==> src/rtl/gpio_bus_arbiter.sv <==
// gpio_bus_arbiter
// Shares the single GPIO device register port between NumHosts bus hosts.
// Arbitration is round-robin or fixed-priority, and the grant is given in the
// same cycle as the request. Each one-cycle-latency device response is routed
// back to the host that issued it. A per-host lock keeps the port reserved for
// one host so it can do an atomic read-modify-write, and a timeout breaks any
// lock that is held too long.
//
// Handshake: a host raises host_req_i together with addr/we/be/wdata and holds
// all of them stable until host_gnt_o for that host is high in the same cycle.
// The transfer happens in the cycle where req & gnt are both high; there is no
// separate ready. The device sees device_req_o in that same cycle. The device
// answers with device_rvalid_i exactly one cycle later. host_rvalid_o then
// pulses for the issuing host, and host_rdata_o is valid with it.

module gpio_bus_arbiter #(
    parameter int unsigned NumHosts    = 2,
    parameter bit          RoundRobin  = 1'b1,
    parameter int unsigned LockTimeout = 256
) (
    input  logic                     clk_i,
    input  logic                     rst_ni,
    input  logic [NumHosts-1:0]      host_req_i,
    input  logic [NumHosts-1:0]      host_lock_i,
    input  logic [NumHosts*32-1:0]   host_addr_i,
    input  logic [NumHosts-1:0]      host_we_i,
    input  logic [NumHosts*4-1:0]    host_be_i,
    input  logic [NumHosts*32-1:0]   host_wdata_i,
    output logic [NumHosts-1:0]      host_gnt_o,
    output logic [NumHosts-1:0]      host_rvalid_o,
    output logic [31:0]              host_rdata_o,
    output logic                     device_req_o,
    output logic [31:0]              device_addr_o,
    output logic                     device_we_o,
    output logic [3:0]               device_be_o,
    output logic [31:0]              device_wdata_o,
    input  logic                     device_rvalid_i,
    input  logic [31:0]              device_rdata_i,
    output logic                     lock_err_o
);

    localparam int unsigned IdxW = (NumHosts > 1) ? $clog2(NumHosts) : 1;
    localparam int unsigned CntW = (LockTimeout > 1) ? $clog2(LockTimeout) : 1;
    localparam logic [CntW-1:0] CntMax  = CntW'(LockTimeout - 1);
    localparam logic [IdxW-1:0] LastIdx = IdxW'(NumHosts - 1);

    typedef enum logic {
        IDLE   = 1'b0,
        LOCKED = 1'b1
    } state_e;

    state_e          state_q, state_d;
    logic [IdxW-1:0] lock_owner_q, lock_owner_d;
    logic [CntW-1:0] lock_cnt_q, lock_cnt_d;
    logic            lock_err_q, lock_err_d;
    logic [IdxW-1:0] rr_ptr_q;
    logic            resp_valid_q;
    logic [IdxW-1:0] resp_idx_q;

    logic [NumHosts-1:0] rr_mask;
    logic [NumHosts-1:0] req_above_ptr;
    logic [IdxW-1:0]     arb_idx;
    logic                arb_any;
    logic                win_valid;
    logic [IdxW-1:0]     win_idx;
    logic                grant_en;

    // Index of the lowest set bit of v; 0 when v is empty.
    function automatic logic [IdxW-1:0] lowest_idx(input logic [NumHosts-1:0] v);
        logic [IdxW-1:0] idx;
        idx = '0;
        for (int i = NumHosts - 1; i >= 0; i--) begin
            if (v[i]) begin
                idx = IdxW'(i);
            end
        end
        return idx;
    endfunction

    // Free arbitration. Round-robin first looks at requesters above the last
    // winner and falls back to the lowest requester, which gives the wrap.
    always_comb begin
        rr_mask = '0;
        for (int i = 0; i < NumHosts; i++) begin
            rr_mask[i] = (IdxW'(i) > rr_ptr_q);
        end
        req_above_ptr = host_req_i & rr_mask;
        arb_any       = |host_req_i;
        if (RoundRobin && (|req_above_ptr)) begin
            arb_idx = lowest_idx(req_above_ptr);
        end else begin
            arb_idx = lowest_idx(host_req_i);
        end
    end

    // Lock FSM next state and winner selection. While locked, only the owner
    // can win. The timeout cycle itself grants nobody, even if the owner is
    // requesting.
    always_comb begin
        state_d      = state_q;
        lock_owner_d = lock_owner_q;
        lock_cnt_d   = lock_cnt_q;
        lock_err_d   = lock_err_q;
        win_valid    = 1'b0;
        win_idx      = arb_idx;
        case (state_q)
            IDLE: begin
                if (arb_any) begin
                    win_valid = 1'b1;
                    win_idx   = arb_idx;
                    if (host_lock_i[arb_idx]) begin
                        state_d      = LOCKED;
                        lock_owner_d = arb_idx;
                        lock_cnt_d   = '0;
                    end
                end
            end
            LOCKED: begin
                win_idx    = lock_owner_q;
                lock_cnt_d = (lock_cnt_q == CntMax) ? lock_cnt_q : lock_cnt_q + 1'b1;
                if (lock_cnt_q == CntMax) begin
                    state_d    = IDLE;
                    lock_err_d = 1'b1;
                end else if (host_req_i[lock_owner_q]) begin
                    win_valid = 1'b1;
                    if (!host_lock_i[lock_owner_q]) begin
                        state_d = IDLE;
                    end
                end
            end
            default: begin
                state_d = IDLE;
            end
        endcase
    end

    // Nothing is granted while reset is held, so all outputs stay quiet.
    assign grant_en = win_valid & rst_ni;

    // One-hot grant and device request mux. The device bus is driven to zero
    // when there is no grant.
    always_comb begin
        host_gnt_o     = '0;
        device_addr_o  = '0;
        device_we_o    = 1'b0;
        device_be_o    = '0;
        device_wdata_o = '0;
        for (int i = 0; i < NumHosts; i++) begin
            if (grant_en && (win_idx == IdxW'(i))) begin
                host_gnt_o[i]  = 1'b1;
                device_addr_o  = host_addr_i[32*i +: 32];
                device_we_o    = host_we_i[i];
                device_be_o    = host_be_i[4*i +: 4];
                device_wdata_o = host_wdata_i[32*i +: 32];
            end
        end
    end

    assign device_req_o = grant_en;

    // Steer the device response to the host that was granted one cycle earlier.
    always_comb begin
        host_rvalid_o = '0;
        for (int i = 0; i < NumHosts; i++) begin
            if (resp_valid_q && device_rvalid_i && (resp_idx_q == IdxW'(i))) begin
                host_rvalid_o[i] = 1'b1;
            end
        end
    end

    assign host_rdata_o = rst_ni ? device_rdata_i : '0;
    assign lock_err_o   = lock_err_q;

    // Lock FSM state, owner, hold counter and sticky timeout flag.
    always_ff @(posedge clk_i or negedge rst_ni) begin
        if (!rst_ni) begin
            state_q      <= IDLE;
            lock_owner_q <= '0;
            lock_cnt_q   <= '0;
            lock_err_q   <= 1'b0;
        end else begin
            state_q      <= state_d;
            lock_owner_q <= lock_owner_d;
            lock_cnt_q   <= lock_cnt_d;
            lock_err_q   <= lock_err_d;
        end
    end

    // Round-robin pointer and response tag. They follow every grant, and an
    // asynchronous reset drops any response that is still in flight.
    always_ff @(posedge clk_i or negedge rst_ni) begin
        if (!rst_ni) begin
            rr_ptr_q     <= LastIdx;
            resp_valid_q <= 1'b0;
            resp_idx_q   <= '0;
        end else begin
            resp_valid_q <= grant_en;
            if (grant_en) begin
                rr_ptr_q   <= win_idx;
                resp_idx_q <= win_idx;
            end
        end
    end

endmodule

==> config.mk <==
export PLATFORM = sky130hd
export DESIGN_NAME = gpio_bus_arbiter
export DESIGN_NICKNAME = d
export VERILOG_FILES = /design/src/rtl/gpio_bus_arbiter.sv
export SDC_FILE = /design/constraint.sdc
export NUM_CORES = 1
export LEC_CHECK = 0
export ABC_AREA = 1
export CAP_MARGIN = 20
export CORE_AREA = 2 2 109 111
export DETAILED_ROUTE_END_ITERATION = 8
export DIE_AREA = 0 0 111 113
export DONT_BUFFER_PORTS = 1
export HOLD_SLACK_MARGIN = 0.15
export PLACE_DENSITY = 0.39
export SLEW_MARGIN = 20
export SYNTH_ARGS = -nofsm -noshare
export SYNTH_HDL_FRONTEND = slang
export SYNTH_SLANG_ARGS = --single-unit
==> constraint.sdc <==
create_clock -name clk_i -period 2.05 [get_ports clk_i]
set_input_delay 0.3075 -clock clk_i [delete_from_list [all_inputs] [get_ports clk_i]]
set_output_delay 0.3075 -clock clk_i [all_outputs]
set_load 0.02 [all_outputs]
Yosys cells after proc, flatten, opt, wreduce, memory -nomap -nowiden
Cells that the tools add are included.
- bits in registers: 14
- bits of input ports: 177
- output and inout port bits: 107
- logic and storage cells: 70
- add/sub/neg operators: 1
- $lt $le $gt $ge: 4
- equality and inequality tests: 4
- muxes and demuxes: 39
- bitwise operators: 5
- reductions and logical operators: 10
- operator list (cell ; number):
    $mux 32 ; 5
    $mux 1 ; 25
    $mux 8 ; 3
    $pmux 8 s2 ; 1
    $add 8x1->8 const B ; 1
    $eq 8x8->1 const B ; 1
    $mux 4 ; 2
    $ne 2x2->1 const B ; 3
    $pmux 1 s2 ; 3
    $reduce_and 3->1 ; 2
    $logic_and 1x1->1 ; 5
    $lt 1x2->1 const B ; 2
    $reduce_or 2->1 ; 2
    $not 1->1 ; 3
    $and 2x2->2 ; 1
    $gt 1x1->1 const A ; 2
    $reduce_and 2->1 ; 1
    $and 1x1->1 ; 1

Logic depth before layout (Yosys ltp)
Gate-level depths: netlist of the first run.
- word-level depth: 10
- mapped depth: 10
- mapped depth without buffers: 9

Least setup slack after synthesis of the first run
OpenSTA, ideal clock, no wires.
- path type: flip-flop to output port
- from: register lock_cnt_q[0]
- to: output port device_addr_o[30]
- data arrival time: 1553 ps
- data required time: 1742 ps
- slack: 190 ps
- cell stages (with the launch flop): 11
- path buffers: 2
- cells stage by stage: dfrtp_1 ha_1 nand2_1 nor2_2 nand2_2 nand3_2 nand2_2 buf_6 buf_6 nand4_1 nand2_1
- longest elaborated chain between the ends: 7
- elaborated cells on any way between the ends: 8
- classes of those cells: eq/ne: 1; mux: 4; bitwise: 1; reduce/logical: 2
- RTL lines (element ; line ; RTL):
    start: declaration ; 54 ; logic [CntW-1:0] lock_cnt_q, lock_cnt_d;
    start signal: assignment ; 184 ; lock_cnt_q <= lock_cnt_d;
    $eq 8x8->1 (*) ; 121 ; if (lock_cnt_q == CntMax) begin
    $mux 1 (*) ; 121 ;
    $pmux 1 s2 (*) ; 106 ; case (state_q)
    $and 1x1->1 (*) ; 138 ; assign grant_en = win_valid & rst_ni;
    $logic_and 1x1->1 ; 149 ; if (grant_en && (win_idx == IdxW'(i))) begin
    $mux 32 ; 149 ;
    $mux 32 (*) ; 149 ;
    end: declaration ; 33 ; output logic [31:0] device_addr_o,
Every way passes the cells marked *; elsewhere a longest branch is shown, timed or not.

Worst setup path in the final report of the first run
- from: register lock_cnt_q[0]
- to: output port device_wdata_o[30]
- longest elaborated chain between the ends: 7
- elaborated cells on any way between the ends: 8
- classes of those cells: eq/ne: 1; mux: 4; bitwise: 1; reduce/logical: 2
- RTL lines (element ; line ; RTL):
    $eq 8x8->1 (*) ; 121 ;
    $mux 1 (*) ; 121 ;
    $pmux 1 s2 (*) ; 106 ;
    $and 1x1->1 (*) ; 138 ;
    $logic_and 1x1->1 ; 149 ;
    $mux 32 ; 149 ;
    $mux 32 (*) ; 149 ;
    end: declaration ; 36 ; output logic [31:0] device_wdata_o,
Marked as above.

==> metrics.md, run 1 <==
| Metric | Value |
|---|---|
| Total grt overflow | `0` |
| Global-route wire length before repair | `14.46 mm` |
| # diodes | `0` |
| CTS buffer count | `3` |
| Worst setup path category | `register to output port` |
| Clock Sink Count | `14` |
| Worst-skew pair later-pin latency | `~250 ps` |
| Wire per inst | `19.16 µm` |
| Worst Path Arrival | `between 1500 and 2000 ps` |
| Top layer in use | `met4` |
| Area growth, synth to finish | `38.84%` |
| DRT met1 WL | `~4.4 mm` |
| Layout cells sized above 1 | `around 36%` |
| Total power | `just under 6 mW` |
| Clk_skew | `around 6.2 ps` |
| Max-cap viol count | `0` |
| Critical Path RT | `about 1700 ps` |
| DRT antenna net count | `0` |
| Die Wd | `between 100 and 150 µm` |
| CP Cell Sequence | `ha_4 > nand2_4 > nor2_4 > nand2_2 > nand3_4 > nand2_8 > buf_12 > clkbuf_16 > nand4_1 > nand2_2` |
| Boundary pin count | `about 280` |
| DRC violations left | `0` |
| Worst-path fanout max | `7` |
| Synthesized area | `0.002512 mm²` |
| CTS tree | `built` |
| Violated checks | `negative setup slack` |
| Root Driver | `clkbuf_16` |
| Syn Inst Count | `approximately 420` |
| Port Buf Inserts | `0` |
| Syn avg cell area | `a little under 6 µm²` |
| Worst hold path type | `input pin to register` |
| Die area | `roughly 0.013 mm²` |
| Reg2Reg Depth | `11` |
| Pre-CTS setup slack | `just over 100 ps` |
| Post-synth EDFFs | `0` |
| Core Box Area | `0.01127 mm²` |
| Final WL | `10.92 mm` |
| Max Fclk | `469.2 MHz` |
| Num rows | `39` |
| Count leader, synth | `nand2_1` |
| Main area contributors after synthesis | `nand4_1 33%, nand2_1 20%, dfrtp_1 13%, buf_6 6.3%, inv_1 5.7%` |
| Initial Util | `22.29%` |
| Relative slew margins | `~56%` |
| Max Root-Sink Buffers | `2` |
| Synth async-reset ratio | `between 90% and 100%` |
| Met2 Wirelength | `roughly 5.4 mm` |
| Die Span Y | `113 µm` |
| Largest net degree at the start of global routing | `174` |
| Fin util | `a little under a third` |
| CP max-delay cell | `dfrtp_1` |
| WP depth | `10` |
| Hold Path Stages | `3` |
| CP peak stage delay | `between 400 and 500 ps` |
| Hold WS | `229.0 ps` |
| Register area share after synthesis | `between 10% and 20%` |
| Initial antenna violation count | `0` |
| Fin area | `0.003488 mm²` |
| Count of final hold-check violations | `0` |
| Worst-margin pin slew | `roughly 660 ps` |
| Yosys cell types | `28` |
| Vias in the first global route | `2660` |
| Peak VDD IR | `between 0.8 and 0.9 mV` |
| GRT Resource Usage Total | `between 10 and 15%` |
| Largest area contributor in the netlist | `nand4_1` |
| DR vias | `around 3200` |
| Primary FF master, synth | `dfrtp_1` |
| Post-synth top cells | `133 x nand2_1, 132 x nand4_1, 38 x inv_1, 21 x buf_2, 14 x buf_6` |
| Endpoint type of the worst setup path | `output port` |
| Crit share post-route | `104.0%` |
| Post-synth top area share | `between 30% and 40%` |
| Clock transition at the registers of the reported paths | `~40 ps` |
| Routed vias/inst | `5.560` |
| Placed cell areas | `0.002596 mm²` |
| Max-slew violations | `0` |
| Number of synthesized register bits | `14` |
| Power Density | `1689 mW/mm²` |
| Detailed Routing Iterations Pass 1 | `4` |
| Nets | `between 600 and 700` |
| Syn nets | `around 600` |
| Crit path top cell by count | `nand2_2` |
| Setup violators final | `between 40 and 50` |
| Leak pwr | `roughly 1.7 nW` |
| Tmin final | `~2100 ps` |
| Post-route worst setup slack | `-81.27 ps` |
| H-Tree Depth | `1` |
| Buf/Inv on CP | `2` |
| Status | `complete, but fails checks` |
| RSZ-0062 raised after global routing | `yes` |
| Yosys warnings | `0` |
| DP HPWL | `between 6 and 7 mm` |
| Worst path top cell family by delay | `simple AND/OR/NAND/NOR gates` |
| Initial DRC Count | `between 150 and 200` |
| Startpoint types | `register` |
| Routed wl met3 | `761 µm` |
| Routability cong. | `roughly 0.82` |
==> final cells by class <==
class / count / area, µm²
inverter: 44 / 191.4
multi-input combinational: 316 / 1914
clock buffer: 4 / 78.83
timing repair buffer: 49 / 770.7
fill: 1200 / 7784
sequential: 14 / 354.1
tap: 143 / 178.9
==> logic make-up after synthesis <==
kind of cell	after synthesis	share of synthesized area (%)
buffers and inverters	94	19.52
AO/OA/AOI/OAI	14	3.386
adder cells (fa/ha/maj)	1	0.4979
flip-flops	14	13.99
AND/OR/NAND/NOR	301	62.60
==> cell usage in the layout, fill, tap and decap left out, types with 8 or more instances in the layout <==
master / instances
nand3_1: 9
dfrtp_1: 11
nor2_1: 8
buf_4: 21
clkbuf_16: 12
nand2_2: 72
nand2_1: 61
nand4_1: 132
nand4_2: 8
inv_1: 37
==> through the flow <==
stage | instances | TNS [ps]
floorplan | 424 | 0
global placement | 534 | 0
detailed placement | 534 | 0
CTS | 551 | -907.2
global route | 570 | -6907
finish | 570 | -2403
==> report_power, final <==
part	total [mW]	internal, mW	switching (mW)
combinational	5.01	2.09	2.92
clock	0.382	0.263	0.119
sequential	0.498	0.387	0.111
total	5.89	2.74	3.15
==> flip-flops by register name (all words and copies together), names as in the netlist <==
register,count
rr_ptr_q,1
lock_owner_q,1
lock_cnt_q,8
lock_err_o,1
resp_valid_q,1
resp_idx_q,1
state_q,1
==> per-layer routing <==
layer	vias up	GRT usage (%)
met3	17	1.928
met4	0	4.417
met5	-	0
li1	1505	-
met2	185	24.29
met1	1462	18.09
==> worst register-to-register path: stages (launching register included) <==
cell and delay (ps):
dfrtp_1 390, ha_4 170, nand2_4 60, nor2_4 120, nand2_2 80, buf_4 130
buf_4 130, nand2_1 150, nand2_1 170, inv_2 140, nand2_1 60, o21ai_1 70
==> worst paths after layout <==
check	startpoint	end	slack [ps]
max	lock_cnt_q[0]	device_wdata_o[30]	-80
min	rst_ni	rr_ptr_q	230
max reg2reg	lock_cnt_q[0]	lock_cnt_q[0]	310
min reg2reg	rr_ptr_q	rr_ptr_q	480
max in group asynchronous	rst_ni	state_q	1030
min in group asynchronous	rst_ni	lock_err_o	560
==> timing repair <==
| action | in CTS | in global routing |
|---|---|---|
| resized for setup | 86 | 16 |
| endpoints found under the setup margin | 72 | 71 |
| pin swaps | 30 | 47 |
| setup buffers | 7 | 8 |
| hold buffers | 1 | 0 |
| gates cloned | 5 | 11 |
| hold endpoints to repair | 14 | 0 |
(Power assumes the default switching activity.)
==> run 2: changes to the inputs <==
Settings changed: RECOVER_POWER from default to 100.
==> results of run 2 <==
No change in the layout: final DEF, timing and power equal those of run 1.
==> run 3: changes to the inputs <==
Settings changed: CORE_AREA 2 2 109 111 to 5 5 106 108, PLACE_DENSITY 0.39 to 0.42.
==> run 3 against run 2 <==
Against the previous run:
- the run still ends with negative setup slack left
- hold slack about the same
- non-clock buffer count decreased by 4
- register-to-register slack is essentially flat
- first-iteration DRC count increased by 26%
- critical path type unchanged
- largest cell class unchanged
- largest power group unchanged
- highest routed layer unchanged
==> metrics.md, run 3 (synthesis results as in run 1) <==
| Metric | Value |
|---|---|
| FF/Latch Area | `351.6 µm² (-0.71%)` |
| Die Wd | `111 µm (unchanged)` |
| Max Root-Sink Buffers | `2 (unchanged)` |
| CTS buffer count | `3 (unchanged)` |
| Detailed Routing Iterations Pass 1 | `4 (unchanged)` |
| Routed vias/inst | `5.653 (+1.7%)` |
| CTS tree | `built` |
| Hold WS | `229.0 ps (+0.002000 ps)` |
| Pre-CTS setup slack | `14.06 ps (-88.39 ps)` |
| Biggest register | `lock_cnt_q` |
| Die Span Y | `113 µm (unchanged)` |
| Tmin final | `2218 ps (+86.93 ps)` |
| Layout cells sized above 1 | `34.75% (-1.1 points)` |
| Nets | `602 (-0.66%)` |
| GRT Resource Usage Total | `16.50% (+2.5 points)` |
| Placed cells | `525 (-1.7%)` |
| DP HPWL | `7.311 mm (+7.8%)` |
| DRT antenna net count | `0 (unchanged)` |
| Count of final hold-check violations | `0 (unchanged)` |
| Largest net degree at the start of global routing | `174 (unchanged)` |
| Peak VDD IR | `0.6642 mV (-24%)` |
| Global-route wire length before repair | `17.35 mm (+20%)` |
| Commonest non-fill, non-tap cell in the layout | `nand4_1` |
| Setup violators final | `68 (+39%)` |
| Leak pwr | `1.710 nW (-1.4%)` |
| Status | `complete, but fails checks` |
| Power Density | `1689 mW/mm² (about the same)` |
| HP Start | `rst_ni` |
| CP peak stage delay | `390 ps (-20 ps)` |
| DR vias | `3160 (-0.28%)` |
| Worst-skew pair later-pin latency | `250 ps (about the same)` |
| Die area | `0.01254 mm² (unchanged)` |
| Boundary pin count | `284 (unchanged)` |
| Reg2reg start | `lock_cnt_q[0]` |
| Startpoint types | `register` |
| CP max-delay cell | `dfrtp_1` |
| Clock Sink Count | `14 (unchanged)` |
| Port Buf Inserts | `0 (unchanged)` |
| Critical Path RT | `1740 ps (about the same)` |
| Clk_skew | `0.8360 ps (-5.389 ps)` |
| Endpoint type of the worst setup path | `output port` |
| Largest register FFs | `8 (unchanged)` |
| Worst Path Arrival | `1910 ps (+90 ps)` |
| Vias in the first global route | `3151 (+18%)` |
| H-Tree Depth | `1 (unchanged)` |
| Crit. Startpoint | `lock_cnt_q[0]` |
| Crit share post-route | `108.2% (+4.2 points)` |
| Violated checks | `negative setup slack` |
| Total grt overflow | `0 (unchanged)` |
| Initial antenna violation count | `0 (unchanged)` |
| Fill cell count | `1085 (-9.6%)` |
| DRC violations left | `0 (unchanged)` |
| Worst hold path type | `input pin to register` |
| Area growth, synth to finish | `37.70%` |
| Final WL | `11.67 mm (+6.8%)` |
| Clock transition at the registers of the reported paths | `60 ps (+20 ps)` |
| Multi-input gate area in the final layout | `0.001922 mm² (+0.39%)` |
| Root Driver | `clkbuf_8` |
| Num rows | `37 (-5.1%)` |
| Post-route worst setup slack | `-168.2 ps (-86.93 ps)` |
| Routability cong. | `0.7868 (-3.7%)` |
| Wire per inst | `20.87 µm (+8.9%)` |
| Relative slew margins | `54.89% (-0.71 points)` |
| Max Fclk | `450.8 MHz (-3.9%)` |
| CP Cell Sequence | `ha_2 > nand2_4 > nor2_4 > nand2_2 > nand3_4 > nand2_8 > buf_12 > buf_12 > buf_16 > nand4_1 > nand2_2` |
| RSZ-0062 raised after global routing | `yes` |
| Max-cap viol count | `0 (unchanged)` |
| Final cell count without fillers | `559 (-1.9%)` |
| Worst-margin pin slew | `674.4 ps (+10.68 ps)` |
| Initial DRC Count | `220 (+26%)` |
| Most frequent cells in the layout | `132 x nand4_1, 70 x nand2_2, 63 x nand2_1` |
| Core Box Area | `0.01014 mm² (-10%)` |
| Max-slew violations | `0 (unchanged)` |
| Worst setup path category | `register to output port` |
| # diodes | `0 (unchanged)` |
| Initial Util | `24.78% (+2.5 points)` |
| Worst-path fanout max | `6 (-1)` |
[run 3: cell count changes in the layout (fill, tap and decap cells not counted), sizes merged]
cell,delta
buf,+1
clkbuf,-5
[run 3: area by class of cell]
class                   count  share of cell area (%)
clock buffers               4                   1.591
inverters                  44                   4.991
multi-input cells         316                   55.55
flip-flops and latches     14                   10.16
well taps                 136                   4.919
repair buffers             45                   22.78
[run 3: final timing paths]
path	to	slack [ps]	cells after the start
max in group asynchronous	state_q	1070	1
hold / removal	rr_ptr_q	230	3
hold reg to reg	rr_ptr_q	480	2
setup / recovery	device_wdata_o[1]	-170	11
setup reg to reg	resp_idx_q	300	12
min in group asynchronous	lock_err_o	550	1
[run 3: per-layer routing]
layer / share of wire [%] / global-route usage, % / wire length, µm / vias up
li1: - / - / - / 1498
met1: 41 / 21.45 / 4816 / 1453
met2: 48 / 27.43 / 5611 / 198
met3: 9.7 / 4.492 / 1129 / 11
met4: 0.95 / 3.695 / 111 / 0
met5: 0 / 0 / 0 / -
[run 3: power by group]
| part | switching [mW] | internal [mW] | leakage, nW |
|---|---|---|---|
| logic | 2.96 | 2.13 | 1.50 |
| clock network | 0.108 | 0.170 | 0.0288 |
| registers | 0.0962 | 0.382 | 0.181 |
[run 3: per-stage QoR]
step / TNS, ps / utilization [%] / power [mW] / area (µm²)
3_3_place_gp: 0 / 25.13 / 3.566 / 2547
2_1_floorplan: 0 / - / 3.190 / 2512
5_1_grt: -14500 / 34.12 / 6.249 / 3460
3_5_place_dp: 0 / 25.13 / 3.630 / 2547
4_1_cts: -6424 / 32.49 / 5.473 / 3294
6_report: -7343 / 34.12 / 5.844 / 3460
[run 3: repair_timing]
item | in CTS | in global routing
hold endpoints to repair | 14 | 0
cloned | 11 | 5
setup endpoints to repair | 72 | 72
buffers inserted | 13 | 2
resized for setup | 95 | 9
hold buffers | 1 | 0
pin swaps | 52 | 38
[run 3: worst max-delay path, delay by kind of cell (launching register included)]
kind / cells / cell delay (ps)
adder cells (fa/ha/maj): 1 / 210
buffers and inverters: 3 / 370
flip-flops: 1 / 390
AND/OR/NAND/NOR: 7 / 700
